===== config.mk =====
export PLATFORM = sky130hd
export DESIGN_NAME = hex_word_ascii_streamer
export DESIGN_NICKNAME = d
export VERILOG_FILES = /design/src/rtl/hex_word_ascii_streamer.sv
export SDC_FILE = /design/constraint.sdc
export NUM_CORES = 1
export LEC_CHECK = 0
export CAP_MARGIN = 20
export CELL_PAD_IN_SITES_DETAIL_PLACEMENT = 2
export CELL_PAD_IN_SITES_GLOBAL_PLACEMENT = 2
export CORE_MARGIN = 2
export CORE_UTILIZATION = 35
export DETAILED_ROUTE_END_ITERATION = 10
export DONT_BUFFER_PORTS = 1
export HOLD_SLACK_MARGIN = 0.03
export MAX_ROUTING_LAYER = met4
export PLACE_DENSITY_LB_ADDON = 0.1
export SYNTH_ARGS = -nofsm -noshare
export SYNTH_HDL_FRONTEND = slang
export SYNTH_SLANG_ARGS = --single-unit

===== constraint.sdc =====
create_clock -name clk -period 3.2 [get_ports clk]
set_input_delay 0.48 -clock clk [delete_from_list [all_inputs] [get_ports clk]]
set_output_delay 0.48 -clock clk [all_outputs]
set_load 0.01 [all_outputs]

===== src/rtl/hex_word_ascii_streamer.sv =====
// ============================================================================
//  Module      : hex_word_ascii_streamer
//  Description : Accepts one DATA_W-bit word on a valid/ready input and streams
//                its hexadecimal ASCII text, one byte per handshake and MSB
//                nibble first. Leading zero nibbles can be trimmed per word,
//                and the digits can optionally be followed by CR LF.
//                Optional "0x" prefix: define HEX_STREAM_PREFIX_EN.
//  Revision    : 1.0 - initial release
// ============================================================================
`default_nettype none

module hex_word_ascii_streamer #(
  parameter int DATA_W  = 32,
  parameter int NEWLINE = 1
) (
  input  logic              clk,
  input  logic              rst_n,
  input  logic              in_valid,
  output logic              in_ready,
  input  logic [DATA_W-1:0] in_data,
  input  logic              in_trim,
  output logic              out_valid,
  input  logic              out_ready,
  output logic [7:0]        out_char,
  output logic              busy
);

  // Number of hex digits in a word and the width of the digit index.
  localparam int NIB  = DATA_W / 4;
  localparam int IDXW = (NIB > 1) ? $clog2(NIB) : 1;

  // State encoding.
  localparam logic [2:0] S_IDLE    = 3'd0;
`ifdef HEX_STREAM_PREFIX_EN
  localparam logic [2:0] S_PREFIX0 = 3'd1;
  localparam logic [2:0] S_PREFIX1 = 3'd2;
`endif
  localparam logic [2:0] S_DIGITS  = 3'd3;
  localparam logic [2:0] S_CR      = 3'd4;
  localparam logic [2:0] S_LF      = 3'd5;

  // Fixed ASCII codes.
  localparam logic [7:0] C_NUL = 8'h00;
  localparam logic [7:0] C_CR  = 8'h0D;
  localparam logic [7:0] C_LF  = 8'h0A;
`ifdef HEX_STREAM_PREFIX_EN
  localparam logic [7:0] C_ZERO = 8'h30;
  localparam logic [7:0] C_X    = 8'h78;
`endif

  // Registered state.
  logic [2:0]        r_state;
  logic [IDXW-1:0]   r_idx;
  logic [DATA_W-1:0] r_data;
  logic              r_out_valid;
  logic [7:0]        r_out_char;

  // Combinational next values.
  logic [2:0]        w_state_nxt;
  logic [IDXW-1:0]   w_idx_nxt;
  logic [DATA_W-1:0] w_data_nxt;
  logic              w_valid_nxt;
  logic [7:0]        w_char_nxt;
  logic [3:0]        w_nib_nxt;
  logic [IDXW-1:0]   w_msnz;
  logic [IDXW-1:0]   w_start;
  logic              w_out_hs;

  // Uppercase hex digit to ASCII: 0-9 -> '0'..'9', 10-15 -> 'A'..'F'.
  function automatic logic [7:0] hex_ascii(input logic [3:0] nib);
    if (nib < 4'd10) begin
      hex_ascii = 8'h30 + {4'h0, nib};
    end else begin
      hex_ascii = 8'h37 + {4'h0, nib};
    end
  endfunction

  assign w_out_hs = r_out_valid & out_ready;

  // First digit to print: the top nibble, or the most significant nonzero
  // nibble when trimming (index 0 for a zero word so "0" is still printed).
  always_comb begin
    w_msnz = '0;
    for (int i = 0; i < NIB; i++) begin
      if (in_data[i*4 +: 4] != 4'h0) begin
        w_msnz = IDXW'(i);
      end
    end
    w_start = in_trim ? w_msnz : IDXW'(NIB - 1);
  end

  // State, digit index and word registers; cleared asynchronously so a reset
  // mid-stream drops the rest of the word.
  always_ff @(posedge clk or negedge rst_n) begin
    if (!rst_n) begin
      r_state <= S_IDLE;
      r_idx   <= '0;
      r_data  <= '0;
    end else begin
      r_state <= w_state_nxt;
      r_idx   <= w_idx_nxt;
      r_data  <= w_data_nxt;
    end
  end

  // Next-state logic: accept only in IDLE, advance only on output handshakes.
  always_comb begin
    w_state_nxt = r_state;
    w_idx_nxt   = r_idx;
    w_data_nxt  = r_data;
    case (r_state)
      S_IDLE: begin
        if (in_valid) begin
          w_data_nxt = in_data;
          w_idx_nxt  = w_start;
`ifdef HEX_STREAM_PREFIX_EN
          w_state_nxt = S_PREFIX0;
`else
          w_state_nxt = S_DIGITS;
`endif
        end
      end
`ifdef HEX_STREAM_PREFIX_EN
      S_PREFIX0: begin
        if (w_out_hs) begin
          w_state_nxt = S_PREFIX1;
        end
      end
      S_PREFIX1: begin
        if (w_out_hs) begin
          w_state_nxt = S_DIGITS;
        end
      end
`endif
      S_DIGITS: begin
        if (w_out_hs) begin
          if (r_idx == '0) begin
            w_state_nxt = (NEWLINE != 0) ? S_CR : S_IDLE;
          end else begin
            w_idx_nxt = r_idx - IDXW'(1);
          end
        end
      end
      S_CR: begin
        if (w_out_hs) begin
          w_state_nxt = S_LF;
        end
      end
      S_LF: begin
        if (w_out_hs) begin
          w_state_nxt = S_IDLE;
        end
      end
      default: begin
        w_state_nxt = S_IDLE;
      end
    endcase
  end

  // Output logic: the byte for the state being entered, so the registered
  // output lines up with the state. While stalled nothing changes, so the
  // byte is recomputed identically and holds.
  always_comb begin
    w_nib_nxt = 4'h0;
    for (int i = 0; i < NIB; i++) begin
      if (w_idx_nxt == IDXW'(i)) begin
        w_nib_nxt = w_data_nxt[i*4 +: 4];
      end
    end
    w_valid_nxt = (w_state_nxt != S_IDLE);
    case (w_state_nxt)
`ifdef HEX_STREAM_PREFIX_EN
      S_PREFIX0: w_char_nxt = C_ZERO;
      S_PREFIX1: w_char_nxt = C_X;
`endif
      S_DIGITS:  w_char_nxt = hex_ascii(w_nib_nxt);
      S_CR:      w_char_nxt = C_CR;
      S_LF:      w_char_nxt = C_LF;
      default:   w_char_nxt = C_NUL;
    endcase
  end

  // Output byte register.
  always_ff @(posedge clk or negedge rst_n) begin
    if (!rst_n) begin
      r_out_valid <= 1'b0;
      r_out_char  <= C_NUL;
    end else begin
      r_out_valid <= w_valid_nxt;
      r_out_char  <= w_char_nxt;
    end
  end

  assign out_valid = r_out_valid;
  assign out_char  = r_out_char;
  assign in_ready  = (r_state == S_IDLE);
  assign busy      = (r_state != S_IDLE);

endmodule

`default_nettype wire


== Word level (Yosys, flattened, before mapping) ==
Cells that the tools add are included.
W data, S select, Z words.
Word-level totals
  register bits after elaboration: 47
  logic and storage cells: 65
Cells by class
  equal/unequal tests: 13
  add/subtract/negate cells: 3
  multiplexer cells: 30
  bitwise operators: 1
  order comparisons: 1
  reduce and logical (&&, ||, !) cells: 12
Operators by type and width (number)
  $mux W32: 2
  $mux W3: 13
  $mux W4: 8
  $reduce_bool A4 Y1: 7
  $eq A3 B3 Y1 const B: 8
  $pmux W8 S3: 1
  $add A6 B4 Y7 const A: 2
  $eq A3 B2 Y1 const B: 4
  $pmux W3 S4: 1
  $logic_not A3 Y1: 3
  $mux W7: 1
  $pmux W3 S2: 1
  $reduce_bool A3 Y1: 2
  $lt A4 B4 Y1 const B: 1
  $mux W2: 2
  $eq A3 B1 Y1 const B: 1
  $sub A3 B1 Y3 const B: 1
  $and A1 B1 Y1: 1
  $mux W1: 1

== Logic depth before layout (Yosys ltp) ==
  word-level depth: 23
  mapped depth: 17
  depth with buffers taken out: 15

== Worst setup path before layout ==
OpenSTA, ideal clock, no wires.
  path kind: input to register
  from: input port in_data[22]
  to: register r_out_char[2] (netlist: out_char[2])
  path buffers: 1
  arrival time: 3.175 ns
  slack: -0.044 ns
  setup time: 0.069 ns
  data required time: 3.131 ns
  cell stages on the path: 12
  cells stage by stage: nor4_4 > nand2_2 > o311a_4 > a2111oi_4 > buf_6 > inv_4 > a31oi_4 > a2bb2oi_2 > ha_1 > o31ai_1 > or4b_1 > nand3_1
On the way
  longest elaborated chain between the ends: 19
  elaborated cells on any way between the ends: 30
Ends and longest elaborated chain
  from (decl): line 20  | input logic [DATA_W-1:0] in_data,
  $reduce_bool A4 Y1 *: line 85  | if (in_data[i*4 +: 4] != 4'h0) begin
  $mux W3 * (3 in series): line 85
  $mux W3 *: line 89  | w_start = in_trim ? w_msnz : IDXW'(NIB - 1);
  $mux W3 *: line 113  | if (in_valid) begin
  $pmux W3 S2 *: line 111  | case (r_state)
  via w_idx_nxt[2]: line 60  | logic [IDXW-1:0] w_idx_nxt;
  $logic_not A3 Y1: line 166  | if (w_idx_nxt == IDXW'(i)) begin
  $mux W4 (7 in series): line 166
  $mux W4 *: line 166
  $add A6 B4 Y7 (tied with other cells): line 74  | hex_ascii = 8'h37 + {4'h0, nib};
  $mux W7 *: line 71  | if (nib < 4'd10) begin
  $pmux W8 S3 *: line 171  | case (w_state_nxt)
  via w_char_nxt[2]: line 63  | logic [7:0] w_char_nxt;
  to (signal assigned): line 190  | r_out_char <= w_char_nxt;
  to (decl): line 56  | logic [7:0] r_out_char;
Mark *: on every way through the listed nets, which the timed path passes. The rest lies on a longest branch.

== Worst setup path in the final report ==
  from: register r_state[2]
  to: register r_out_char[2] (netlist: out_char[2])
On the way
  longest elaborated chain between the ends: 14
  elaborated cells on any way between the ends: 36
Ends and longest elaborated chain
  from (decl): line 52  | logic [2:0] r_state;
  from (signal assigned): line 100  | r_state <= w_state_nxt;
  $eq A3 B2 Y1 / $logic_not A3 Y1 (equally long branches): line 111
  $pmux W3 S2 *: line 111
  via w_idx_nxt[2]: line 60
  $logic_not A3 Y1: line 166
  $mux W4 (7 in series): line 166
  $mux W4 *: line 166
  $add A6 B4 Y7 (tied with other cells): line 74
  $mux W7 *: line 71
  $pmux W8 S3 *: line 171
  via w_char_nxt[2]: line 63
Marks and branches as above.

==> flow_summary.json <==
{
  "status": "finished, final reports clean",
  "ys_top_cells_by_count": "nand2_1, dfrtp_1, mux2i_1, inv_1, o21ai_0",
  "ios": 48,
  "setup_viol": 0,
  "fmax_mhz": 322,
  "grt_overflow": 0,
  "clock_path_buffers": 2,
  "syn_area_per_cell_sq_um": 9.42,
  "slowest_delay_ps": 500,
  "cts_tree": "yes",
  "drt-wirelength-per-cell_microns": 19.5,
  "critPathTopFamily": "compound AO/OA/AOI/OAI gates",
  "diodes": 0,
  "startpoint_type": "register",
  "final_cell_count_no_fill": 416,
  "vias": 2174,
  "place_congestion": 0.799,
  "synthArstFlopShare_pct": 100,
  "worstPathMaxFanout": 7,
  "dieArea_sq_mm": 0.00833,
  "yosysSeqAreaShare_pct": 43.2,
  "grt_pass1_wl_microns": 13100,
  "finalHoldViolations": 0,
  "rows": 31,
  "placed_cells": 403,
  "port_buffers": 0,
  "synth_warnings": 0,
  "synth_nets": 323,
  "coreArea_sq_mm": 0.00733,
  "use_met2_pct": 35.1,
  "hpwl_microns": 6220,
  "crit_buf_inv": 3,
  "synth_edf_count": 0,
  "fin_crit_ps": 3110,
  "tns_ps": 0,
  "start_util_pct": 36.4,
  "cp_slowest_cell": "or4b_1",
  "cts_made_buffers": 5,
  "netlist_instances": 283,
  "period_share_pct": 97.1,
  "busiest_layer": "met2",
  "cts_max_level": 2,
  "fillers": 795,
  "synth_ff_type": "dfrtp_1",
  "ant_nets": 0,
  "required_ps": 3430,
  "powerDensity_mw_per_mm2": 971,
  "drive_gt1_share_pct": 29.3,
  "cap_violations": 0,
  "dr.pass1.iters": 4,
  "wirelength_microns": 8100,
  "fp.dieH_microns": 91.3,
  "clk_latency_ps": 300,
  "grt_max_degree": 47,
  "path_clk_slew_ps": 90,
  "crit_chain": "buf_4 -> nor3_4 -> nand2_1 -> o311a_4 -> a2111oi_4 -> buf_6 -> inv_4 -> a31oi_4 -> a2bb2oi_4 -> ha_4 -> o31ai_1 -> or4b_1 -> nand3_1",
  "drc": 0,
  "arrival_ps": 3340,
  "grt_pass1_vias": 2450,
  "cts_root_buffer": "clkbuf_8",
  "dieWidth_microns": 91.3,
  "clock-sinks": 46,
  "ir_drop_mv": 0.304,
  "synthDistinctLibCells": 62,
  "syn_area_sq_mm": 0.00267,
  "yosysMostFrequentCell": "nand2_1",
  "hold_class": "in2reg",
  "grt_util_met1_pct": 26.8,
  "drtIter0Drc": 54,
  "ys_ff_latch": 46,
  "yosys-top-cells-area": "dfrtp_1, nand2_1, mux2i_1",
  "crit_type": "reg2reg",
  "power.leakage_nw": 1.50,
  "routed_via_density": 5.23,
  "final_nets": 356,
  "clock_skew_ps": 5.30,
  "crit_path_end_kind": "register",
  "yosys.area.top_type": "dfrtp_1",
  "grt_util_all_layers_pct": 21.0,
  "yosysTopAreaCellShare_pct": 43.2,
  "grt_antenna_before_repair": 0,
  "use_met3_pct": 3.49,
  "final_util_pct": 43.9,
  "syn_to_final_growth_pct": 20.7,
  "final_max_slew_viol_count": 0
}
-- path summary, 6_finish.rpt --
kind | startpoint | to | slack [ps] | depth (start not counted)
hold reg to reg | r_data[9]$_DFF_PN0_ | r_data[9]$_DFF_PN0_ | 480 | 2
max in group asynchronous | rst_n | r_state[0]$_DFF_PN0_ | 2280 | 2
min in group asynchronous | rst_n | r_data[8]$_DFF_PN0_ | 700 | 2
hold / removal | in_data[9] | r_data[9]$_DFF_PN0_ | 310 | 2
setup reg to reg | r_state[2]$_DFF_PN0_ | out_char[2]$_DFF_PN0_ | 90 | 13
setup / recovery | r_state[2]$_DFF_PN0_ | out_char[2]$_DFF_PN0_ | 90 | 13
-- power breakdown --
part,internal [mW],switching [mW]
clock network,0.154,0.213
logic,0.795,1.02
registers,0.830,0.109
total,1.78,1.35
-- stage by stage --
step	worst slack, ps	power (mW)	cell area, sq um	hold WS (ps)
3_5_place_dp	-224	2.57	2980	185
3_3_place_gp	-130	2.50	2980	186
5_1_grt	-38.9	3.39	3220	301
2_1_floorplan	16.8	2.01	2680	184
4_1_cts	5.87	3.00	3130	301
6_report	92.9	3.13	3220	309
-- repair_timing --
item | CTS | global route
resized for setup | 6 | 16
endpoints found under the setup margin | 1 | 6
buffers inserted | 1 | 2
endpoints found under the hold margin | 46 | 0
pin swaps | 2 | 3
hold buffers | 2 | 0
-- sequential cells by signal, summed over array words and instances, names as in the netlist --
signal and count:
out_valid 1, out_char 7, r_state 3, r_idx 3, r_data 32
-- area by class of cell --
| type | instances | area (sq um) | share of cell area (%) |
|---|---|---|---|
| flip-flops and latches | 46 | 1150 | 35.8 |
| well taps | 99 | 124 | 3.85 |
| repair buffers | 42 | 358 | 11.1 |
| inverters | 12 | 57.6 | 1.79 |
| clock inverters | 3 | 21.3 | 0.661 |
| multi-input cells | 209 | 1440 | 44.6 |
| clock buffers | 5 | 68.8 | 2.14 |
-- kinds of logic (layout without fill, tap and decap cells) --
logic type,Yosys count,count (layout),synth area share [%]
simple gates,151,151,29.2
mux,11,11,4.32
xor+xnor,1,1,0.329
flops,46,46,43.2
fa+ha+maj,3,3,1.41
buf+inv,28,62,6.66
other cells,1,1,0.141
compound gates,42,42,14.7
-- routing by layer --
| metal | vias to the layer above | share of wire, % |
|---|---|---|
| met5 | - | 0 |
| met4 | 0 | 0.73 |
| met3 | 5 | 3.1 |
| met2 | 30 | 51 |
| met1 | 1107 | 45 |
| li1 | 1032 | - |
-- cells in the final DEF (no fill, tap or decap), types with 3 or more instances in the layout --
master,n
and3_2,4
mux2i_1,9
nand2_1,100
inv_1,8
clkbuf_8,5
a31oi_1,5
nor4_1,3
o31ai_1,3
nand2b_1,3
dfrtp_1,45
nor3_2,3
nand3_1,6
o211ai_1,5
nor4_4,4
o21ai_0,6
a21oi_1,4
buf_4,37
nor2_1,5
-- worst register-to-register path, cell delays in order, from the launching register on --
cell and delay, ps:
dfrtp_1 410, buf_4 180, nor3_4 220, nand2_1 90, o311a_4 370, a2111oi_4 240
buf_6 190, inv_4 60, a31oi_4 220, a2bb2oi_4 210, ha_4 160, o31ai_1 70
or4b_1 500, nand3_1 120
No activity file was read; power rests on OpenSTA's default activity.
